--- src/rtl/home_force_accumulator.sv ---
// home_force_accumulator
//   Sums the PE's per-pair home forces per particle ID in an on-chip buffer
//   using an FP32 read-modify-write pipeline, then on flush streams every
//   touched entry in ascending ID order and clears it for the next home cell.
// Ports
//   clk, rst_n           clock, asynchronous active-low reset
//   in_frc[95:0]         {x,y,z} FP32 partial force, with in_frc_parid / in_frc_valid
//   in_frc_ready         input accepted on valid && ready
//   flush                1-cycle drain request (only honoured while accumulating)
//   flush_done           1-cycle pulse once the whole ID range has been drained
//   out_frc[95:0]        {x,y,z} accumulated force, with out_frc_parid / out_frc_valid
//   out_frc_ready        downstream accepts on valid && ready
module home_force_accumulator #(
    parameter int unsigned PARTICLE_ID_WIDTH = 4,
    parameter int unsigned FADD_LAT          = 3
) (
    input  logic                         clk,
    input  logic                         rst_n,
    input  logic [95:0]                  in_frc,
    input  logic [PARTICLE_ID_WIDTH-1:0] in_frc_parid,
    input  logic                         in_frc_valid,
    output logic                         in_frc_ready,
    input  logic                         flush,
    output logic                         flush_done,
    output logic [95:0]                  out_frc,
    output logic [PARTICLE_ID_WIDTH-1:0] out_frc_parid,
    output logic                         out_frc_valid,
    input  logic                         out_frc_ready
);

    localparam int unsigned     PIDW     = PARTICLE_ID_WIDTH;
    localparam int unsigned     DEPTH    = 2 ** PIDW;
    localparam int unsigned     FW       = 96;
    localparam logic [PIDW-1:0] FIRST_ID = PIDW'(1);
    localparam logic [PIDW-1:0] LAST_ID  = PIDW'(DEPTH - 1);

    typedef enum logic [1:0] {
        ST_ACCUM = 2'd0,
        ST_WAIT  = 2'd1,
        ST_DRAIN = 2'd2
    } state_t;

    // FP32 add, round-to-nearest-even; zero exponents are treated as zero,
    // overflow saturates to infinity.
    function automatic logic [31:0] fp32_add(input logic [31:0] a, input logic [31:0] b);
        logic [31:0] hi;
        logic [31:0] lo;
        logic [26:0] m_hi;
        logic [26:0] m_lo;
        logic [26:0] lo_sh;
        logic [26:0] norm;
        logic [27:0] acc;
        logic [24:0] mant;
        logic [22:0] frac;
        logic [7:0]  d;
        logic        lost;
        logic        rnd;
        logic        found;
        int          e;
        int          lz;
        lost  = 1'b0;
        found = 1'b0;
        lz    = 0;
        if (a[30:0] >= b[30:0]) begin
            hi = a;
            lo = b;
        end else begin
            hi = b;
            lo = a;
        end
        if (hi[30:23] == 8'd0) begin
            return {hi[31] & lo[31], 31'd0};
        end
        if (lo[30:23] == 8'd0) begin
            return hi;
        end
        m_hi = {1'b1, hi[22:0], 3'b000};
        m_lo = {1'b1, lo[22:0], 3'b000};
        d    = hi[30:23] - lo[30:23];
        // Align the smaller operand, folding shifted-out bits into sticky.
        if (d > 8'd26) begin
            lo_sh = 27'd1;
        end else begin
            lost  = |(m_lo & ((27'd1 << d) - 27'd1));
            lo_sh = m_lo >> d;
            lo_sh[0] = lo_sh[0] | lost;
        end
        e = int'(hi[30:23]);
        if (hi[31] == lo[31]) begin
            acc = {1'b0, m_hi} + {1'b0, lo_sh};
            if (acc[27]) begin
                norm = {acc[27:2], acc[1] | acc[0]};
                e    = e + 1;
            end else begin
                norm = acc[26:0];
            end
        end else begin
            acc = {1'b0, m_hi} - {1'b0, lo_sh};
            if (acc == 28'd0) begin
                return 32'd0;
            end
            for (int i = 26; i >= 0; i--) begin
                if (!found) begin
                    if (acc[i]) begin
                        found = 1'b1;
                    end else begin
                        lz = lz + 1;
                    end
                end
            end
            norm = acc[26:0] << lz;
            e    = e - lz;
        end
        rnd  = norm[2] & (norm[1] | norm[0] | norm[3]);
        mant = {1'b0, norm[26:3]} + {24'd0, rnd};
        // Rounding carry out of the hidden bit renormalises by one place.
        frac = mant[24] ? mant[23:1] : mant[22:0];
        e    = e + int'(mant[24]);
        if (e >= 255) begin
            return {hi[31], 8'hFF, 23'd0};
        end
        if (e <= 0) begin
            return {hi[31], 31'd0};
        end
        return {hi[31], 8'(e), frac};
    endfunction

    state_t              state_q;
    state_t              state_d;
    logic                live_q;
    logic [PIDW-1:0]     idx_q;
    logic [PIDW-1:0]     idx_d;
    logic [FW-1:0]       mem [DEPTH];
    logic [FW-1:0]       rdata_q;
    logic [PIDW-1:0]     rd_addr;
    logic [DEPTH-1:0]    touched_q;

    logic                s1_valid_q;
    logic [PIDW-1:0]     s1_parid_q;
    logic [FW-1:0]       s1_frc_q;
    logic [FADD_LAT-1:0] st_valid_q;
    logic [PIDW-1:0]     st_parid_q [FADD_LAT];
    logic [FW-1:0]       st_sum_q   [FADD_LAT];

    logic                hazard;
    logic                accept;
    logic                pipe_empty;
    logic                drain_hs;
    logic                drain_load;
    logic                drain_end;
    logic [FW-1:0]       operand;
    logic [FW-1:0]       sum_c;
    logic                wb_valid;
    logic [PIDW-1:0]     wb_parid;
    logic [FW-1:0]       wb_sum;

    assign wb_valid   = st_valid_q[FADD_LAT-1];
    assign wb_parid   = st_parid_q[FADD_LAT-1];
    assign wb_sum     = st_sum_q[FADD_LAT-1];
    assign pipe_empty = !s1_valid_q && (st_valid_q == '0);

    // Same ID already in flight (S1 or any adder stage) must not be re-read yet.
    always_comb begin
        hazard = s1_valid_q && (s1_parid_q == in_frc_parid);
        for (int k = 0; k < int'(FADD_LAT); k++) begin
            if (st_valid_q[k] && (st_parid_q[k] == in_frc_parid)) begin
                hazard = 1'b1;
            end
        end
    end

    assign in_frc_ready = live_q && (state_q == ST_ACCUM) && !flush && !hazard;
    assign accept       = in_frc_valid && in_frc_ready;

    // Untouched entries start from +0.0 regardless of stale RAM contents.
    assign operand = touched_q[s1_parid_q] ? rdata_q : '0;
    assign sum_c   = {fp32_add(operand[95:64], s1_frc_q[95:64]),
                      fp32_add(operand[63:32], s1_frc_q[63:32]),
                      fp32_add(operand[31:0],  s1_frc_q[31:0])};

    // Next-state, drain scan and RAM read address.
    always_comb begin
        state_d    = state_q;
        idx_d      = idx_q;
        rd_addr    = in_frc_parid;
        drain_hs   = 1'b0;
        drain_load = 1'b0;
        drain_end  = 1'b0;
        case (state_q)
            ST_ACCUM: begin
                if (flush) begin
                    state_d = ST_WAIT;
                end
            end
            ST_WAIT: begin
                // Prefetch the first entry so DRAIN can present it immediately.
                rd_addr = FIRST_ID;
                idx_d   = FIRST_ID;
                if (pipe_empty) begin
                    state_d = ST_DRAIN;
                end
            end
            ST_DRAIN: begin
                rd_addr    = idx_q;
                drain_hs   = out_frc_valid && out_frc_ready;
                drain_load = touched_q[idx_q] && !out_frc_valid;
                if (drain_hs || !touched_q[idx_q]) begin
                    if (idx_q == LAST_ID) begin
                        state_d   = ST_ACCUM;
                        drain_end = 1'b1;
                    end else begin
                        idx_d   = idx_q + 1'b1;
                        rd_addr = idx_d;
                    end
                end
            end
            default: begin
                state_d = ST_ACCUM;
            end
        endcase
    end

    // FSM state, scan index and ready enable.
    always_ff @(posedge clk or negedge rst_n) begin
        if (!rst_n) begin
            state_q <= ST_ACCUM;
            idx_q   <= FIRST_ID;
            live_q  <= 1'b0;
        end else begin
            state_q <= state_d;
            idx_q   <= idx_d;
            live_q  <= 1'b1;
        end
    end

    // Accumulate pipeline: S1 operand capture, then FADD_LAT adder stages.
    always_ff @(posedge clk or negedge rst_n) begin
        if (!rst_n) begin
            s1_valid_q <= 1'b0;
            s1_parid_q <= '0;
            s1_frc_q   <= '0;
            st_valid_q <= '0;
            for (int k = 0; k < int'(FADD_LAT); k++) begin
                st_parid_q[k] <= '0;
                st_sum_q[k]   <= '0;
            end
        end else begin
            // ID 0 is reserved: accepted but never enters the pipeline.
            s1_valid_q    <= accept && (in_frc_parid != '0);
            s1_parid_q    <= in_frc_parid;
            s1_frc_q      <= in_frc;
            st_valid_q[0] <= s1_valid_q;
            st_parid_q[0] <= s1_parid_q;
            st_sum_q[0]   <= sum_c;
            for (int k = 1; k < int'(FADD_LAT); k++) begin
                st_valid_q[k] <= st_valid_q[k-1];
                st_parid_q[k] <= st_parid_q[k-1];
                st_sum_q[k]   <= st_sum_q[k-1];
            end
        end
    end

    // Force buffer: one write port (writeback), one registered read port.
    always_ff @(posedge clk) begin
        if (wb_valid) begin
            mem[wb_parid] <= wb_sum;
        end
        rdata_q <= mem[rd_addr];
    end

    // Touched bits: set on writeback, cleared as each entry is handed off.
    always_ff @(posedge clk or negedge rst_n) begin
        if (!rst_n) begin
            touched_q <= '0;
        end else begin
            if (wb_valid) begin
                touched_q[wb_parid] <= 1'b1;
            end
            if (drain_hs) begin
                touched_q[idx_q] <= 1'b0;
            end
        end
    end

    // Output register; payload only reloads when the slot is empty.
    always_ff @(posedge clk or negedge rst_n) begin
        if (!rst_n) begin
            out_frc       <= '0;
            out_frc_parid <= '0;
            out_frc_valid <= 1'b0;
            flush_done    <= 1'b0;
        end else begin
            flush_done <= drain_end;
            if (drain_load) begin
                out_frc       <= rdata_q;
                out_frc_parid <= idx_q;
                out_frc_valid <= 1'b1;
            end else if (drain_hs) begin
                out_frc_valid <= 1'b0;
            end
        end
    end

endmodule
--- config.mk ---
export PLATFORM = sky130hd
export DESIGN_NAME = home_force_accumulator
export DESIGN_NICKNAME = d
export VERILOG_FILES = /design/src/rtl/home_force_accumulator.sv
export SDC_FILE = /design/constraint.sdc
export NUM_CORES = 2
export LEC_CHECK = 0
export BUFFER_PORTS_ARGS = -buffer_cell sky130_fd_sc_hd__buf_4
export CORE_MARGIN = 4
export CORE_UTILIZATION = 44
export CTS_CLUSTER_SIZE = 12
export DETAILED_ROUTE_END_ITERATION = 7
export PLACE_DENSITY = 0.59
export SYNTH_ARGS = -nofsm -noshare
export SYNTH_HDL_FRONTEND = slang
export SYNTH_SLANG_ARGS = --single-unit
--- constraint.sdc ---
create_clock -name clk -period 38.9 [get_ports clk]
set_input_delay 9.725 -clock clk [delete_from_list [all_inputs] [get_ports clk]]
set_output_delay 9.725 -clock clk [all_outputs]
set_load 0.005 [all_outputs]
* Word-level counts from Yosys, hierarchy flattened
Memory sizes are Yosys's and may differ from the RTL's. A register that Yosys moved wholly into a read port is not among the register bits.
Cells that the tools add are included.
** Cells by class
- $add $sub $neg :: 103
- Multiply operators :: 0
- Divide/modulo/power cells :: 0
- Order comparisons :: 17
- Eq/ne operators :: 14
- Shift-type cells :: 9
- Mux-type cells :: 1121
- Bitwise gates (word level) :: 24
- Reductions and logical operators :: 38
** Operators with widths (count)
- 2-to-1 mux 32 bit :: 531
- adder 32 x 2 -> 32 bit, second input constant :: 78
- 2-to-1 mux 27 bit :: 24
- 2-to-1 mux 1 bit :: 544
- adder 32 x 2 -> 32 bit :: 3
- >= comparator 32 x 9 -> 1 bit, second input constant :: 3
- <= comparator 32 x 1 -> 1 bit, second input constant :: 3
- 2-to-1 mux 96 bit :: 1
- left shift 27 x 32 -> 27 bit :: 3
- subtractor 9 x 32 -> 32 bit :: 3
- >= comparator 31 bit :: 3
- adder 27 x 27 -> 28 bit :: 3
- logical NOT 28 bit :: 3
- subtractor 27 x 27 -> 28 bit :: 3
- AND 27 bit :: 3
- OR reduction 27 bit :: 3
- left shift 1 x 8 -> 27 bit, first input constant :: 3
- right shift 27 x 8 -> 27 bit :: 3
- subtractor 27 x 1 -> 27 bit, second input constant :: 3
- adder 24 x 1 -> 25 bit :: 3
- 2-to-1 mux 23 bit :: 3
- logical NOT 8 bit :: 6
- 2-to-1 mux 16 bit :: 2
- adder 8 x 1 -> 9 bit, second input constant :: 3
- 31 further kinds :: 89
** Word-level totals
- Register bits after elaboration :: 529
- Latch bits :: 0
- RAM bits :: 1536
- Memory bits (read-only) :: 0
- Output and inout port bits :: 103
- Logic and storage cells :: 1345
- Memories :: 1
** Memories
- mem :: depth 16, width 96, read ports 1, clocked after memory_dff 1, wr ports 1, line 133 : logic [FW-1:0] mem [DEPTH];

* Depth between registers and ports, before layout
- Word-level depth :: 230
- Mapped depth :: 183
- Depth with buffers taken out :: 163

* Worst setup path before layout
OpenSTA, ideal clock, no wires.
- Path type :: flip-flop to flip-flop
- Start point :: register s1_parid_q[1]
- End point :: register st_sum_q[262] (netlist name)
- Data arrival time :: 32.118 ns
- Data required time :: 38.801 ns
- Slack :: 6.682 ns
- Stages on the path, launching flop included :: 177
- Buffers on the path :: 20
- Period minus slack after synthesis :: 32.218 ns
- Cell sequence :: dfrtp_1 buf_6 mux4_2 a22oi_2 nand2_1 buf_4 buf_6 buf_2 buf_2 clkbuf_1 clkbuf_1 nand2_1 inv_1 ha_1 buf_2 nand4_1 and4bb_1 a31oi_1 [141 not listed] a211o_1 a21oi_1 nand3_1 nor4_4 nand3_2 nor2_2 ha_1 ha_1 inv_1 nor3_1 nor3b_1 xor2_1 a41o_1 or4_1 nor4b_4 nand2b_1 a21oi_1 a311oi_1
** Between the ends
- Longest elaborated chain between the ends :: 223
- Elaborated cells on any way between the ends :: 417
** Ends and longest elaborated chain
- start: declaration :: line 139 : logic [PIDW-1:0] s1_parid_q;
- start signal: assignment :: line 250 : s1_parid_q <= in_frc_parid;
- binary-select mux 1 bit (select 4 bit) * :: line 176 : assign operand = touched_q[s1_parid_q] ? rdata_q : '0;
- 2-to-1 mux 1 bit (implied by the code) * :: line 176
- 2-to-1 mux 96 bit * :: line 176
- >= comparator 31 bit :: line 64 : if (a[30:0] >= b[30:0]) begin
- 2-to-1 mux 32 bit :: line 64
- subtractor 8 bit :: line 79 : d = hi[30:23] - lo[30:23];
- left shift 1 x 8 -> 27 bit :: line 84 : lost = |(m_lo & ((27'd1 << d) - 27'd1));
- subtractor 27 x 1 -> 27 bit :: line 84
- [208 not listed]
- 2-to-1 mux 1 bit :: line 77 : m_hi = {1'b1, hi[22:0], 3'b000};
- 2-to-1 mux 1 bit :: line 74 : if (lo[30:23] == 8'd0) begin
- 2-to-1 mux 32 bit :: line 125 : return {hi[31], 8'(e), frac};
- 2-to-1 mux 32 bit :: line 122 : if (e <= 0) begin
- 2-to-1 mux 32 bit :: line 114 : rnd = norm[2] & (norm[1] | norm[0] | norm[3]);
- 2-to-1 mux 32 bit :: line 77
- 2-to-1 mux 32 bit * :: line 74
- net sum_c[70] :: line 152 : logic [FW-1:0] sum_c;
- end signal: indexed assignment :: line 258 : st_sum_q[k] <= st_sum_q[k-1];
- end: declaration :: line 143 : logic [FW-1:0] st_sum_q [FADD_LAT];
Mark *: on every way through the listed nets, which the timed path passes. The rest lies on a longest branch. The select of a mux whose other input is x is not followed.
A chain may end at the register's enable or synchronous reset.

* Worst setup path in the final report
- Start point :: register s1_parid_q[1]
- End point :: register st_sum_q[228] (netlist name)
The elaborated chain is that of the path after synthesis.

==> out/metrics.csv <==
metric,value,unit
grt-busiest-layer,met2,
maxSlewViolCount,0,
cpMostUsedCell,ha_1,
htreeDepth,4,
setup_tns,0,ps
pin_count,208,
clkSinkCount,2161,
clock_path_buffers,4,
io_buffers,207,
skew,107,ps
num_vias,95200,
grt_setup_unrepaired,no,
end_kind,register,
crit_slowest_cell,and4_1,
synth_cells,11200,
rows,194,
die_w,540,um
cp_num_buf_inv,9,
status,finished clean,
crit_family,simple AND/OR/NAND/NOR gates,
finalCritPeriodShare,93.4,%
synth_fp_nets,11600,
ctsHoldBuffers,0,
final_common_cell,edfxtp_1,
initial_core_util,44.3,%
place_inst,14800,
worst_ep_arrival_time,36990,ps
critPathKind,reg2reg,
fmaxAchievable,0.0275,GHz
slew_headroom,11.4,%
hold_path_class,reg2reg,
wl_per_cell,28.7,um
place.gp.congestion,0.987,
worstSetupStartpointType,register,
gr-usage-met3,3.76,%
place_hpwl,313,mm
final_hold_viol_count,0,
drt-pass1-iter-count,6,
fp.dieH,540,um
required,39580,ps
fin_cells,15200,
use_met2,46.9,%
maxCapViolations,0,
syn_to_final_growth,10.6,%
synth_edf_count,1536,
ys.flop_type,edfxtp_1,
ys_seq_area_share,49.3,%
layout_common_cells,"edfxtp_1, nand2_1, nor2_1, a21oi_1, dfrtp_1",
numCtsBuffers,221,
grt_max_degree,121,
tightest_slew,1310,ps
grtUsageTotal,29.1,%
insertion_delay,900,ps
grt_util_met1,40.7,%
cts_tree,done,
dieArea,291000,um2
yosys_warnings,0,
setup_viol,0,
crit_fanout,56,
synth.distinct_cells,148,
clk_pin_slew,60,ps
postRouteAntennaNets,0,
max_stage_delay,810,ps
grt_pass1_wl,637,mm
grt_pass1_vias,92300,
core,280000,um2
yosys_register_bits,2161,
syn_area,124000,um2
postSynth.asyncResetShare,24.5,%
drive_gt1_share,14.0,%
drtIter0Drc,9631,
wl,436,mm
detail_route.vias_per_cell,6.26,
grt_overflow,0,
finalNetCount,11800,
period_needed,36310,ps
clock-root-buffer,clkbuf_16,
drc,0,
syn_area_per_cell,11.1,um2
antenna_found_initial,28,
## Yosys cell counts (all sizes together), types with 39 or more instances
cell / number / area [um2]
edfxtp: 1536 / 46100
nand2: 1166 / 4390
nor2: 812 / 3070
a21oi: 638 / 3210
o21ai: 553 / 2810
dfrtp: 528 / 13200
inv: 458 / 1720
clkbuf: 425 / 1600
mux4: 420 / 9460
ha: 362 / 4530
xnor2: 306 / 2750
nand3: 305 / 1560
and2: 246 / 1540
nor3: 232 / 1230
mux2i: 230 / 2320
a211oi: 217 / 1680
a31oi: 201 / 1280
buf: 169 / 780
xor2: 161 / 1450
mux2: 155 / 1760
a21o: 138 / 1040
nand4: 133 / 845
o211ai: 123 / 933
and3: 99 / 619
dfxtp: 96 / 1920
o21bai: 93 / 698
nor4: 89 / 652
or3: 86 / 538
nand2b: 85 / 532
o31ai: 61 / 458
o22ai: 58 / 375
a21boi: 57 / 432
or2: 53 / 332
o21a: 50 / 375
nor2b: 40 / 253
xnor3: 40 / 903
or4: 39 / 300
## final timing paths
path / start / end / slack (ps) / depth (start not counted)
max: s1_parid_q[1]$_DFF_PN0_ / st_sum_q[228]$_DFF_PN0_ / 2590 / 134
min in group asynchronous: rst_n / flush_done$_DFF_PN0_ / 8750 / 1
max reg2reg: s1_parid_q[1]$_DFF_PN0_ / st_sum_q[228]$_DFF_PN0_ / 2590 / 134
max in group asynchronous: rst_n / s1_frc_q[39]$_DFF_PN0_ / 26590 / 5
min: st_sum_q[247]$_DFF_PN0_ / st_sum_q[151]$_DFF_PN0_ / 290 / 0
min reg2reg: st_sum_q[247]$_DFF_PN0_ / st_sum_q[151]$_DFF_PN0_ / 290 / 0
## what timing repair did
item	CTS	global route
buffers inserted	0	3
endpoints found under the setup margin	0	1
gates resized for setup	0	1
## layout make-up
type	instances	area, um2
timing repair buffer	486	3790
tap	3724	4660
clock buffer	369	6320
fill	25200	143000
antenna	11	27.5
sequential	2161	61300
clock inverter	35	430
multi-input combinational	7944	59300
inverter	466	1750
## metrics by stage
stage                     util (%)  hold slack, ps  setup slack (ps)  cell area [um2]
after floorplan                  -             331              6680           124000
after global placement        46.6             332              3790           131000
after detailed placement      46.6             335              3040           131000
after CTS                     49.0             284              2820           137000
after global routing          49.0             288               290           137000
final                         49.1             288              2590           138000
## flip-flops by register name (all words and copies together), names as in the netlist, 8 cells and up
| register | cells |
|---|---|
| s1_frc_q | 96 |
| st_sum_q | 192 |
| wb_sum | 96 |
| rdata_q | 96 |
| st_parid_q | 8 |
| touched_q | 16 |
| mem | 1536 |
| out_frc | 96 |
## cells by family (layout without fill, tap and decap cells)
| group | after synthesis | in the layout | share of synthesized area (%) |
|---|---|---|---|
| AND/OR/NAND/NOR | 3535 | 3535 | 13.8 |
| AO/OA/AOI/OAI | 2712 | 2712 | 14.7 |
| flip-flops | 2161 | 2161 | 49.3 |
| buffers and inverters | 1060 | 1356 | 3.32 |
| multiplexers | 805 | 805 | 10.9 |
| XOR/XNOR | 510 | 510 | 4.16 |
| adder cells (fa/ha/maj) | 381 | 381 | 3.85 |
| other | 1 | 12 | 0.00302 |
## layer usage
metal | share of wire [%] | vias to the layer above
li1 | - | 42500
met1 | 43 | 48300
met2 | 47 | 3701
met3 | 6.5 | 649
met4 | 3.6 | 6
met5 | 0.012 | -
## worst reg2reg max path: cells and delay by family (launching register included)
family | cells | cell delay, ps
DFF | 1 | 550
buffers and inverters | 9 | 2060
and+or+nand+nor | 44 | 10180
AOI/OAI and AO/OA | 38 | 9750
xor gates and xnor gates | 3 | 1030
adders and majority gates | 24 | 7530
muxes | 16 | 4940
Power is not shown: default switching activity piles up to over one toggle a cycle in this logic, so the estimate is an artifact.
